[src/rtl/riscv_pkg.sv]
// Shared RV32 types and constants for the front-end pipeline stages.
package riscv_pkg;

  localparam int unsigned XLEN = 32;
  localparam int unsigned ILEN = 32;
  localparam logic [ILEN-1:0] NOP_INSTR = 32'h0000_0013;

  typedef struct packed {
    logic [ILEN-1:0] instr;
    logic [XLEN-1:0] pc;
  } fetch_pkt_t;

  function automatic logic [XLEN-1:0] word_align(input logic [XLEN-1:0] addr);
    return {addr[XLEN-1:2], 2'b00};
  endfunction

endpackage

[src/rtl/fetch_unit_if.sv]
// Instruction-memory, redirect and decode-side handshake bundle of the fetch stage.
interface fetch_unit_if;
  import riscv_pkg::*;

  logic            imem_req_valid;
  logic            imem_req_ready;
  logic [XLEN-1:0] imem_req_addr;
  logic            imem_rsp_valid;
  logic [ILEN-1:0] imem_rsp_data;
  logic            redirect_valid;
  logic [XLEN-1:0] redirect_pc;
  logic            if_valid;
  logic            if_ready;
  logic [ILEN-1:0] if_instr;
  logic [XLEN-1:0] if_pc;

  modport master (
    output imem_req_valid, imem_req_addr, if_valid, if_instr, if_pc,
    input  imem_req_ready, imem_rsp_valid, imem_rsp_data, redirect_valid, redirect_pc, if_ready
  );

  modport slave (
    input  imem_req_valid, imem_req_addr, if_valid, if_instr, if_pc,
    output imem_req_ready, imem_rsp_valid, imem_rsp_data, redirect_valid, redirect_pc, if_ready
  );

endinterface

[src/rtl/fetch_fifo.sv]
// In-order FIFO of fetch packets with flush; head is read combinationally from storage.
module fetch_fifo
  import riscv_pkg::*;
#(
  parameter int unsigned DEPTH = 2,
  parameter int unsigned CW    = $clog2(DEPTH + 1)
) (
  input  logic          clk,
  input  logic          rst,
  input  logic          push_i,
  input  fetch_pkt_t    data_i,
  input  logic          pop_i,
  input  logic          flush_i,
  output fetch_pkt_t    data_o,
  output logic [CW-1:0] count_o
);

  localparam int unsigned AW = (DEPTH > 1) ? $clog2(DEPTH) : 1;

  fetch_pkt_t    mem_q [DEPTH];
  logic [AW-1:0] wr_ptr_q, wr_ptr_d;
  logic [AW-1:0] rd_ptr_q, rd_ptr_d;
  logic [CW-1:0] count_q, count_d;

  // DEPTH is a power of two, so pointers wrap naturally.
  always_comb begin
    wr_ptr_d = wr_ptr_q;
    rd_ptr_d = rd_ptr_q;
    count_d  = count_q;
    if (flush_i) begin
      wr_ptr_d = '0;
      rd_ptr_d = '0;
      count_d  = '0;
    end else begin
      if (push_i) wr_ptr_d = wr_ptr_q + AW'(1);
      if (pop_i)  rd_ptr_d = rd_ptr_q + AW'(1);
      unique case ({push_i, pop_i})
        2'b10:   count_d = count_q + CW'(1);
        2'b01:   count_d = count_q - CW'(1);
        default: count_d = count_q;
      endcase
    end
  end

  always_ff @(posedge clk) begin
    if (rst) begin
      wr_ptr_q <= '0;
      rd_ptr_q <= '0;
      count_q  <= '0;
    end else begin
      wr_ptr_q <= wr_ptr_d;
      rd_ptr_q <= rd_ptr_d;
      count_q  <= count_d;
    end
  end

  always_ff @(posedge clk) begin
    if (push_i && !flush_i) mem_q[wr_ptr_q] <= data_i;
  end

  assign data_o  = mem_q[rd_ptr_q];
  assign count_o = count_q;

  a_no_overflow: assert property (@(posedge clk) disable iff (rst)
    !(push_i && count_q == CW'(DEPTH)));

endmodule

[src/rtl/fetch_unit.sv]
// RV32 fetch stage: owns the PC, issues credit-limited word fetches, queues returned
// instructions for decode and discards stale responses after a redirect.
module fetch_unit
  import riscv_pkg::*;
#(
  parameter logic [XLEN-1:0] RESET_PC = 32'h0000_0000,
  parameter int unsigned     DEPTH    = 2,
  parameter int unsigned     CW       = $clog2(DEPTH + 1)
) (
  input logic          clk,
  input logic          rst,
  fetch_unit_if.master bus
);

  logic [XLEN-1:0] pc_q, pc_d;
  logic [XLEN-1:0] rsp_pc_q, rsp_pc_d;
  logic [CW-1:0]   outst_q, outst_d;
  logic [CW-1:0]   drop_q, drop_d;
  logic [CW-1:0]   count;
  logic [CW:0]     inflight;
  logic [XLEN-1:0] target;
  logic            req_fire, keep, pop;
  fetch_pkt_t      push_pkt, head;

  assign target   = word_align(bus.redirect_pc);
  // Buffered plus outstanding never exceeds DEPTH, so a response always has a slot.
  assign inflight = {1'b0, outst_q} + {1'b0, count};

  assign bus.imem_req_valid = !rst && !bus.redirect_valid && (inflight < (CW+1)'(DEPTH));
  assign bus.imem_req_addr  = pc_q;
  assign req_fire           = bus.imem_req_valid && bus.imem_req_ready;

  assign keep     = bus.imem_rsp_valid && !bus.redirect_valid && (drop_q == '0);
  assign push_pkt = '{instr: bus.imem_rsp_data, pc: rsp_pc_q};

  assign bus.if_valid = !rst && !bus.redirect_valid && (count != '0);
  assign pop          = bus.if_valid && bus.if_ready;
  assign bus.if_instr = rst ? '0 : head.instr;
  assign bus.if_pc    = rst ? '0 : head.pc;

  always_comb begin
    pc_d     = pc_q;
    rsp_pc_d = rsp_pc_q;
    drop_d   = drop_q;
    outst_d  = outst_q + CW'(req_fire) - CW'(bus.imem_rsp_valid);
    if (bus.redirect_valid) begin
      pc_d     = target;
      rsp_pc_d = target;
      // Everything still in flight is stale; a response landing now is already discarded.
      drop_d   = outst_q - CW'(bus.imem_rsp_valid);
    end else begin
      if (req_fire) pc_d = pc_q + 32'd4;
      if (keep)     rsp_pc_d = rsp_pc_q + 32'd4;
      if (bus.imem_rsp_valid && drop_q != '0) drop_d = drop_q - CW'(1);
    end
  end

  always_ff @(posedge clk) begin
    if (rst) begin
      pc_q     <= RESET_PC;
      rsp_pc_q <= RESET_PC;
      outst_q  <= '0;
      drop_q   <= '0;
    end else begin
      pc_q     <= pc_d;
      rsp_pc_q <= rsp_pc_d;
      outst_q  <= outst_d;
      drop_q   <= drop_d;
    end
  end

  fetch_fifo #(
    .DEPTH (DEPTH),
    .CW    (CW)
  ) u_fifo (
    .clk     (clk),
    .rst     (rst),
    .push_i  (keep),
    .data_i  (push_pkt),
    .pop_i   (pop),
    .flush_i (bus.redirect_valid),
    .data_o  (head),
    .count_o (count)
  );

endmodule

[src/flat_wrapper.sv]
// flat-port wrapper written by rule: the top's interface ports become plain ports
module fetch_unit_flat import riscv_pkg::*;
#(
  parameter logic [XLEN-1:0] RESET_PC = 32'h0000_0000,
  parameter int unsigned     DEPTH    = 2,
  parameter int unsigned     CW       = $clog2(DEPTH + 1)
)
  (clk, rst, bus_imem_req_valid, bus_imem_req_addr, bus_if_valid, bus_if_instr, bus_if_pc, bus_imem_req_ready, bus_imem_rsp_valid, bus_imem_rsp_data, bus_redirect_valid, bus_redirect_pc, bus_if_ready);
  fetch_unit_if bus_i ();
  input logic clk;
  input logic rst;
  output wire logic [$bits(bus_i.imem_req_valid)-1:0] bus_imem_req_valid;
  output wire logic [$bits(bus_i.imem_req_addr)-1:0] bus_imem_req_addr;
  output wire logic [$bits(bus_i.if_valid)-1:0] bus_if_valid;
  output wire logic [$bits(bus_i.if_instr)-1:0] bus_if_instr;
  output wire logic [$bits(bus_i.if_pc)-1:0] bus_if_pc;
  input wire logic [$bits(bus_i.imem_req_ready)-1:0] bus_imem_req_ready;
  input wire logic [$bits(bus_i.imem_rsp_valid)-1:0] bus_imem_rsp_valid;
  input wire logic [$bits(bus_i.imem_rsp_data)-1:0] bus_imem_rsp_data;
  input wire logic [$bits(bus_i.redirect_valid)-1:0] bus_redirect_valid;
  input wire logic [$bits(bus_i.redirect_pc)-1:0] bus_redirect_pc;
  input wire logic [$bits(bus_i.if_ready)-1:0] bus_if_ready;
  assign bus_imem_req_valid = bus_i.imem_req_valid;
  assign bus_imem_req_addr = bus_i.imem_req_addr;
  assign bus_if_valid = bus_i.if_valid;
  assign bus_if_instr = bus_i.if_instr;
  assign bus_if_pc = bus_i.if_pc;
  assign bus_i.imem_req_ready = bus_imem_req_ready;
  assign bus_i.imem_rsp_valid = bus_imem_rsp_valid;
  assign bus_i.imem_rsp_data = bus_imem_rsp_data;
  assign bus_i.redirect_valid = bus_redirect_valid;
  assign bus_i.redirect_pc = bus_redirect_pc;
  assign bus_i.if_ready = bus_if_ready;
  fetch_unit #(.RESET_PC(RESET_PC), .DEPTH(DEPTH), .CW(CW)) u_core (.clk(clk), .rst(rst), .bus(bus_i));
endmodule
[config.mk]
export PLATFORM = sky130hd
export DESIGN_NAME = fetch_unit_flat
export DESIGN_NICKNAME = d
export VERILOG_FILES = /design/src/rtl/riscv_pkg.sv /design/src/rtl/fetch_unit_if.sv /design/src/rtl/fetch_fifo.sv /design/src/rtl/fetch_unit.sv /design/src/flat_wrapper.sv
export SDC_FILE = /design/constraint.sdc
export NUM_CORES = 1
export LEC_CHECK = 0
export ABC_AREA = 1
export CORE_ASPECT_RATIO = 1.5
export CORE_MARGIN = 5
export CORE_UTILIZATION = 50
export CTS_BUF_LIST = sky130_fd_sc_hd__clkbuf_2 sky130_fd_sc_hd__clkbuf_4 sky130_fd_sc_hd__clkbuf_8
export DETAILED_ROUTE_END_ITERATION = 8
export PLACE_DENSITY = 0.79
export SLEW_MARGIN = 20
export SYNTH_ARGS = -nofsm -noshare
export SYNTH_HDL_FRONTEND = slang
export SYNTH_HIERARCHICAL = 1
export SYNTH_SLANG_ARGS = --single-unit
[constraint.sdc]
create_clock -name clk -period 5.65 [get_ports clk]
set_input_delay 0.565 -clock clk [delete_from_list [all_inputs] [get_ports clk]]
set_output_delay 0.565 -clock clk [all_outputs]
set_load 0.02 [all_outputs]
# Word-level counts from Yosys, hierarchy flattened
# Memories as Yosys holds them, arrays and structs flattened. A register that Yosys moved wholly into a read port is not among the register bits.
# Index checks and enable logic that the tools add are counted.
[word_totals] regBits=72 ramBits=128 inputBits=70 output_inout_bits=98 word_cells=56 mem_count=1
[memory_table] memory="u_core.u_fifo.mem_q" depth=2 word_bits=64 read_ports=1 rd_ports_with_merged_regs=1 wr=1 line_no="fetch_fifo.sv:20" text="fetch_pkt_t mem_q [DEPTH];"
[op_classes] n_addsub=11 n_lt_le_gt_ge=1 eq_ne=2 n_mux=13 reduce_logical=19
[op_table] op="$mux W32" n=6
[op_table] op="$add A32 B3 Y32 const B" n=2
[op_table] op="$reduce_bool A2 Y1" n=6
[op_table] op="$logic_and A1 B1 Y1" n=9
[op_table] op="$mux W1" n=4
[op_table] op="$mux W2" n=2
[op_table] op="$pmux W2 S2" n=1
[op_table] op="$sub A2 B1 Y2" n=2
[op_table] op="$sub A2 B1 Y2 const B" n=2
[op_table] op="$add A2 B2 Y3" n=1
[op_table] op="$lt A3 B2 Y1 const B" n=1
[op_table] op="$add A1 B1 Y1 const B" n=2
[op_table] op="$add A2 B1 Y2" n=1
[op_table] op="$add A2 B1 Y2 const B" n=1
[op_table] op="$eq A2 B1 Y1 const B" n=1
[op_table] op="$eq A2 B2 Y1 const B" n=1
[op_table] op="$logic_not A1 Y1" n=2
[op_table] op="$logic_not A2 Y1" n=1
[op_table] op="$reduce_or A2 Y1" n=1

# Logic depth before layout (Yosys ltp)
# Gate-level depths: netlist of run 1.
[logic_depth] word_depth=6 depth_mapped=12 mapped_depth_nobuf=11

# Cells and area by module
# The synthesis of run 1 kept the hierarchy.
[modules_own_cells] module="fetch_fifo" n_inst=1 cells_per_inst=230 area_each_um2=5146.2 seq_area_each_um2=3943.8
[modules_own_cells] module="fetch_unit" n_inst=1 cells_per_inst=891 area_each_um2=5064.9 seq_area_each_um2=1281.2

# Worst setup path after synthesis of run 1
# OpenSTA, ideal clock, no wires.
[synth_path] kind="in2reg" start="input bus_redirect_valid" end="memory u_core/u_fifo/mem_q[1][0] in the netlist's numbering (enable)" setup_ps=565 t_arrival_ps=5435 required_time_ps=5085 slack_ps=-350 path_stages=5 path_buffers=2 path_cell_list="buf_2 nor2_1 buf_4 inv_1 nor3_1"
[synth_via] elab_chain_cells=6
[synth_rtl] element="from (decl)" line_no="flat_wrapper.sv:20" text="input wire logic [$bits(bus_i.redirect_valid)-1:0] bus_redirect_valid;"
[synth_rtl] element="$logic_not A1 Y1" line_no="fetch_unit.sv:33" text="assign keep = bus.imem_rsp_valid && !bus.redirect_valid && (drop_q == '0);"
[synth_rtl] element="$logic_and A1 B1 Y1 (2 in a row)" line_no="fetch_unit.sv:33"
[synth_rtl] element="named net u_core.keep" line_no="fetch_unit.sv:22" text="logic req_fire, keep, pop;"
[synth_rtl] element="$logic_and A1 B1 Y1" line_no="fetch_fifo.sv:58" text="if (push_i && !flush_i) mem_q[wr_ptr_q] <= data_i;"
[synth_rtl] element="$mux W1" line_no="fetch_fifo.sv:58"
[synth_rtl] element="$mux W1 (implied by the code)" line_no="fetch_fifo.sv:58"
[synth_rtl] element="to (decl)" line_no="fetch_fifo.sv:20"
# The timed path passes the listed nets, and every way through them passes these cells.

==> impl_results.md, run 1 <==
* Run status: finished clean
* Post-CTS Setup Inserts at 0
* Post-DR wirelength/cell at approximately 15 um
* Metal3 WL at 969 um
* RD Place Congestion at slightly below 0.9
* First-pass GRT wire length at 37470 um
* # setup viols final at 0
* Vias in the first global route at around 7600
* Avg Vias per Cell at between 5 and 6
* Crit path cell chain: buf_4 > mux2_4 > inv_1 > nor2_1 > clkdlybuf4s50_1
* FF-to-FF setup slack at ~3.2 ns
* Mapped Cells at roughly 1100
* Final period util at 0.6081
* Antenna-violating nets left at 0
* Commonest non-fill, non-tap cells in the layout: nand2_1, inv_1, clkdlybuf4s50_1, nor2_1, edfxtp_1
* Nets at 1355
* Ant. Diodes at 0
* Final core occ at 0.6087
* Clock Tree Root: clkbuf_8
* Die W at 126.7 um
* Critical path's slowest cell: dfxtp_4
* Synth Register Bits at 197
* Top sig layer: met4
* M1 wire length at 9091 um
* Core Region at 20260 um2
* Crit-path max cell delay at 0.85 ns
* RSZ-0062 raised after global routing: no
* Distinct cells, synth at 41
* Resized Gates After CTS at 0
* Slew HR at 0.4293
* Num Clock Sinks at 197
* Crit Path Class: flip-flop to output pin
* PortBufs at 163
* Max-capacitance violation count at 0
* Fin crit period at 3.436 ns
* Register area share after synthesis at 0.5117
* Final Hold Viols at 0
* Routed met2 length at roughly 12000 um
* Crit start category: flip-flop
* Worst setup EP type: output pin
* CTS max path bufs at 2
* DIE AREA at 23440 um2
* Arr. time, crit path at approximately 2.9 ns
* TNS Setup at 0 ns
* Latest clock arrival within the worst-skew pair at between 0.4 and 0.5 ns
* Drt initial violations at 527
* Final worst slack at about 2.2 ns
* Die Height at about 190 um
* HP Class: flip-flop to flip-flop
* GRT overflow at 0
* Share of cells above drive strength 1 at 0.1140
* Worst slack at placement at 2.330 ns
* Slew Limit Fails at 0
* Initial antenna violation count at 0
* Critical path peak fanout at 42
* DRC viols at 0
* Ys Warns at 6
* DR pass1 iterations at 5
* Number of buffers created by CTS at 17
* Largest net degree at the start of global routing at between 60 and 70
* Detailed-route via count at 7856
* Actual slew at the worst max-slew pin at 0.8561 ns
* GRT Total Usage at 0.1992
* Peak Freq at 291.1 MHz
* Crit path required time at 5.09 ns
* CTS tree: built
* Synth Cell Area at 10210 um2
* Pwr/cell area at 232.3 nW/um2
* Hold buffers post-CTS at 0
* Most common cell after layout, fill and taps aside: nand2_1
* VDD IR-drop max at between 0.15 and 0.2 mV
* # IOs at 168
* Static Leak at ~4.9 nW
* Initial Util at 0.5040
* Final HPWL DP at 16590 um
* Clk_skew at 0.02510 ns
* Syn Area/Cell at 9.109 um2
* H-tree levels at 4
* Num rows at 64
* Area Overhead vs Synth at 20.77%
* Routed WL at 22960 um
* Worst-path clk slew at 0.09 ns
final timing paths:
check        cells past startpoint                                   end                             start
max reg2reg                      8  u_core/u_fifo/mem_q[0][30]$_DFFE_PP_     u_core/drop_q[0]$_SDFFE_PP0P_
min                              0  u_core/u_fifo/mem_q[1][31]$_DFFE_PP_  u_core/rsp_pc_q[31]$_SDFFE_PP0P_
max                              5                         bus_if_pc[21]                         flip-flop
min reg2reg                      0  u_core/u_fifo/mem_q[1][31]$_DFFE_PP_  u_core/rsp_pc_q[31]$_SDFFE_PP0P_
logic make-up (layout without fill, tap and decap cells):
| group | Yosys count | count (layout) | share of synthesized area |
|---|---|---|---|
| compound gates | 121 | 121 | 0.06384 |
| xor+xnor | 21 | 21 | 0.01875 |
| fa+ha+maj | 8 | 8 | 0.01054 |
| buf+inv | 214 | 378 | 0.09313 |
| flops | 197 | 197 | 0.5117 |
| mux | 64 | 64 | 0.09264 |
| other cells | 1 | 6 | 0.0003672 |
| simple gates | 495 | 495 | 0.2090 |
worst max-delay path, delay by kind of cell (launching register included):
family	cells	cell delay, ns
buf+inv	3	1.17
flops	1	0.85
mux	1	0.33
simple gates	1	0.05
synth_stat cells (all sizes together):
cell | count | share of area
nand2 | 260 | 0.10
inv | 177 | 0.065
nor2 | 162 | 0.071
edfxtp | 128 | 0.38
dfxtp | 69 | 0.14
mux2 | 64 | 0.093
nand3 | 56 | 0.028
a21oi | 52 | 0.027
o21ai | 46 | 0.023
buf | 26 | 0.024
a31oi | 17 | 0.010
xor2 | 12 | 0.011
clkbuf | 11 | 0.0040
xnor2 | 9 | 0.0077
ha | 7 | 0.0086
nor3 | 5 | 0.0025
nand3b | 4 | 0.0029
and2 | 3 | 0.0018
nand4 | 3 | 0.0018
o211ai | 3 | 0.0022
a21boi | 1 | 0.00074
conb | 1 | 0.00037
fa | 1 | 0.0020
nor3b | 1 | 0.00074
o21bai | 1 | 0.00074
o22ai | 1 | 0.00061
or2 | 1 | 0.00061
power by group:
part           internal, mW  switching, mW  total [mW]
combinational         0.170          0.203       0.373
sequential             1.59         0.0538        1.64
clock                 0.343          0.509       0.852
total                  2.10          0.766        2.86
through the flow:
stage	hold slack (ns)	cells	power (mW)	cell area, um2
after floorplan	0.4481	1126	1.878	10230
after global placement	0.4668	1522	2.033	11960
after detailed placement	0.4983	1522	2.044	11960
after CTS	0.5187	1554	2.895	12330
after global routing	0.5358	1554	3.008	12330
final	0.5158	1554	2.864	12330
layout make-up:
cell class                 instances  area (um2)
fill                            1704        7928
sequential                       197        5229
multi-input combinational        715        4064
timing repair buffer             169        1674
inverter                         177       664.4
tap                              264       330.3
clock buffer                      19       261.5
clock inverter                    13       108.9
registers in the layout, indices dropped and copies added, names as in the netlist, named ones only:
name / cells
u_core/drop_q: 2
u_core/outst_q: 2
u_core/u_fifo/mem_q: 128
u_core/u_fifo/wr_ptr_q: 1
u_core/u_fifo/count_o: 2
u_core/rsp_pc_q: 30
u_core/bus.imem_req_addr: 30
u_core/u_fifo/rd_ptr_q: 1
metal layers:
metal  up-vias  global-route usage
met5         -                   0
met4         0             0.09188
met3        58             0.02712
met2       257              0.3668
met1      3633              0.2272
li1       3908                   -
No activity file was read; power rests on OpenSTA's default activity.
==> run 2, diff against run 1 <==
==> constraint.sdc (replaced) <==
create_clock -name clk -period 2.75 [get_ports clk]
set_input_delay 0.275 -clock clk [delete_from_list [all_inputs] [get_ports clk]]
set_output_delay 0.275 -clock clk [all_outputs]
set_load 0.02 [all_outputs]
==> run 2 against run 1 <==
  * Clock power increased by 110%
  * Core utilization increased by 0.56 points
  * Die area unchanged
  * Combinational power increased by 110%
  * Routed wire length increased by 0.57%
  * Worst setup slack got worse by 2.1 ns
  * Cell count increased by 0.32%
  * Hold slack got worse by 0.28 ns
  * Sequential power increased by 110%
  * Global-route usage decreased by 0.16 points
  * Sequential share of layout area decreased by 0.39 points
  * Critical path depth unchanged
==> impl_results.md, run 2 (synthesized netlist as in run 1, its figures left out) <==
* Busiest layer in global routing: met2 (unchanged)
* Switching part of the total power at 0.2751 (was 0.2675)
* Final instance area at 12450 um2 (was 12330 um2)
* Clock share of power at 0.303 (was 0.297)
* Number of buffers created by CTS at 17 (unchanged)
* Placed cell count at 1527 (was 1522)
* Most common cell after layout, fill and taps aside: nand2_1 (unchanged)
* Final Hold Viols at 0 (unchanged)
* Die Height at 185.0 um (unchanged)
* Post-CTS Setup Inserts at 0 (unchanged)
* Num rows at 64 (unchanged)
* Detailed-route via count at 7835 (was 7856)
* R2r worst-path depth at 11 (was 8)
* Slew HR at 0.5660 (was 0.4293)
* Fin crit period at 2.587 ns
* Clock Tree Root: clkbuf_8 (unchanged)
* Crit Path Class: flip-flop to output pin (unchanged)
* Slew Limit Fails at 0 (unchanged)
* Placed Area at 12060 um2 (was 11960 um2)
* Final HPWL DP at 16600 um (was 16590 um)
* Critical path peak fanout at 24 (was 42)
* Top reg by flops: u_core/u_fifo/mem_q (unchanged)
* FF-to-FF End: u_core/outst_q[1]$_SDFF_PP0_ (was u_core/u_fifo/mem_q[0][30]$_DFFE_PP_)
* # setup viols final at 0 (unchanged)
* Largest net degree at the start of global routing at 65 (was 67)
* Initial antenna violation count at 0 (unchanged)
* Crit path required time at 2.48 ns (was 5.09 ns)
* Avg Vias per Cell at 5.026 (was 5.055)
* Worst-path clk slew at 0.10 ns (was 0.09 ns)
* VDD IR-drop max at 0.2971 mV (was 0.1721 mV)
* HP Class: input port to flip-flop (was flip-flop to flip-flop)
* DR pass1 iterations at 7 (was 5)
* Max-capacitance violation count at 0 (unchanged)
* Static Leak at 4.905 nW (was 4.853 nW)
* WHS Path Cells at 2 (was 0)
* PortBufs at 163 (unchanged)
* CTS max path bufs at 2 (unchanged)
* Core Region at 20260 um2 (unchanged)
* First-pass GRT wire length at 37320 um (was 37470 um)
* Nets at 1360 (was 1355)
* Critical path's slowest cell: clkdlybuf4s50_1 (was dfxtp_4)
* Antenna-violating nets left at 0 (unchanged)
* Commonest non-fill, non-tap cells in the layout: nand2_1, inv_1, clkdlybuf4s50_1, nor2_1, edfxtp_1 (unchanged)
* Run status: finished clean (unchanged)
* Area Overhead vs Synth at 21.88% (was 20.77%)
* Met2 Resource Use GR at 0.3611 (was 0.3668)
* FF-to-FF setup slack at 0.42 ns (was 3.24 ns)
* Peak Freq at 386.5 MHz
* Post-DR wirelength/cell at 14.81 um (was 14.78 um)
* GRT Total Usage at 0.1976 (was 0.1992)
* Crit start category: flip-flop (unchanged)
* Initial Util at 0.5040 (unchanged)
* DIE AREA at 23440 um2 (unchanged)
* Worst Setup EP: bus_if_instr[0] (was bus_if_pc[21])
* Final core occ at 0.6143 (was 0.6087)
* Share of cells above drive strength 1 at 0.1181 (was 0.1140)
* RSZ-0062 raised after global routing: no (unchanged)
* Switching power at 1.636 mW (was 0.7661 mW)
* DRC viols at 0 (unchanged)
* Worst setup EP type: output pin (unchanged)
* Crit-path max cell delay at 0.58 ns (was 0.85 ns)
* Resized Gates After CTS at 0 (unchanged)
* Comb power frac at 0.131 (was 0.130)
* CTS tree: built (unchanged)
* RD Place Congestion at 0.9152 (was 0.8947)
* Arr. time, crit path at 2.31 ns (was 2.87 ns)
* Reg2reg start: u_core/u_fifo/count_o[0]$_SDFFE_PP0P_ (was u_core/drop_q[0]$_SDFFE_PP0P_)
* Crit path cell chain: buf_12 > mux2_4 > inv_1 > nor2_1 > clkdlybuf4s50_1 (was buf_4 > mux2_4 > inv_1 > nor2_1 > clkdlybuf4s50_1)
* Routed WL at 23090 um (was 22960 um)
* Pwr/cell area at 477.8 nW/um2 (was 232.3 nW/um2)
* Fillcell total at 1728 (was 1704)
* Largest register FFs at 128 (unchanged)
* # IOs at 168 (unchanged)
* Met1 Resource Use GR at 0.2231 (was 0.2272)
* GRT overflow at 0 (unchanged)
* Sequential Power Share at 0.567 (was 0.572)
* Actual slew at the worst max-slew pin at 0.6510 ns (was 0.8561 ns)
* Hold buffers post-CTS at 0 (unchanged)
* Final period util at 0.9409
* Drt initial violations at 547 (was 527)
* Final worst slack at 0.1626 ns (was 2.214 ns)
* Die W at 126.7 um (unchanged)
* Worst slack at placement at 0.4560 ns (was 2.330 ns)
* Num Clock Sinks at 197 (unchanged)
* Total power at 5.947 mW (was 2.864 mW)
* Met3 Use GR at 0.02510 (was 0.02712)
* Ant. Diodes at 0 (unchanged)
* Vias in the first global route at 7818 (was 7634)
* H-tree levels at 4 (unchanged)
* Clk_skew at 0.02094 ns (was 0.02510 ns)
* Final Instance Count excl. Fillers at 1559 (was 1554)
* Internal cell power at 4.311 mW (was 2.098 mW)
* Latest clock arrival within the worst-skew pair at 0.47 ns (was 0.46 ns)
## run 2: cell count changes in the layout (fill, tap and decap cells not counted), sizes merged
cell,previous run,this run
buf,7,13
clkbuf,19,18
clkdlybuf4s50,162,161
clkinv,1,6
clkinvlp,2,0
inv,187,185
## run 2: through the flow
step / setup TNS [ns] / hold WS, ns
finish: 0 / 0.2369
global route: 0 / 0.2549
CTS: 0 / 0.2137
detailed placement: 0 / 0.4858
global placement: 0 / 0.4833
floorplan: -19.69 / 0.3518
## run 2: cell type report
type                    instances  area [um2]  area share
flip-flops and latches        197        5229      0.4201
multi-input cells             715        4076      0.3275
repair buffers                174        1757      0.1411
inverters                     177       664.4     0.05338
well taps                     264       330.3     0.02654
clock buffers                  18       247.7     0.01991
clock inverters                14       141.4     0.01136
## run 2: metal layers
layer / wire [um] / share of wire
met5: 0 / 0
met4: 1009 / 0.044
met3: 1090 / 0.047
met2: 11910 / 0.52
met1: 9081 / 0.39
## run 2: power groups by stage
| stage | Combinational, mW | Sequential [mW] | Clock, mW |
|---|---|---|---|
| global placement | 0.759 | 3.43 | 0 |
| floorplan | 0.418 | 3.44 | 0 |
| detailed placement | 0.777 | 3.43 | 0 |
| CTS | 0.781 | 3.37 | 1.85 |
| global route | 0.851 | 3.39 | 1.98 |
| finish | 0.778 | 3.37 | 1.80 |
## run 2: worst min path at each step
stage | endpoint | start
floorplan | flip-flop | rst
detailed placement | u_core/u_fifo/mem_q[1][31]$_DFFE_PP_ | u_core/rsp_pc_q[31]$_SDFFE_PP0P_
CTS | flip-flop | bus_redirect_valid
finish | flip-flop | bus_redirect_valid
global placement | u_core/u_fifo/mem_q[0][31]$_DFFE_PP_ | u_core/rsp_pc_q[31]$_SDFFE_PP0P_
global route | flip-flop | bus_redirect_valid
## run 2: critical path: cells and delay by family (launching register included)
kind                   cells  cell delay, ns
AND/OR/NAND/NOR            1            0.04
multiplexers               1            0.32
flip-flops                 1            0.56
buffers and inverters      3            0.90
==> run 3, diff against run 2 <==
--- a/config.mk
+++ b/config.mk
@@ -12,7 +12,6 @@
 export CTS_BUF_LIST = sky130_fd_sc_hd__clkbuf_2 sky130_fd_sc_hd__clkbuf_4 sky130_fd_sc_hd__clkbuf_8
 export DETAILED_ROUTE_END_ITERATION = 8
 export PLACE_DENSITY = 0.79
-export SLEW_MARGIN = 20
 export SYNTH_ARGS = -nofsm -noshare
 export SYNTH_HDL_FRONTEND = slang
 export SYNTH_HIERARCHICAL = 1
==> results of run 3 <==
The final DEF is identical to that of run 2; final timing and power are the same.
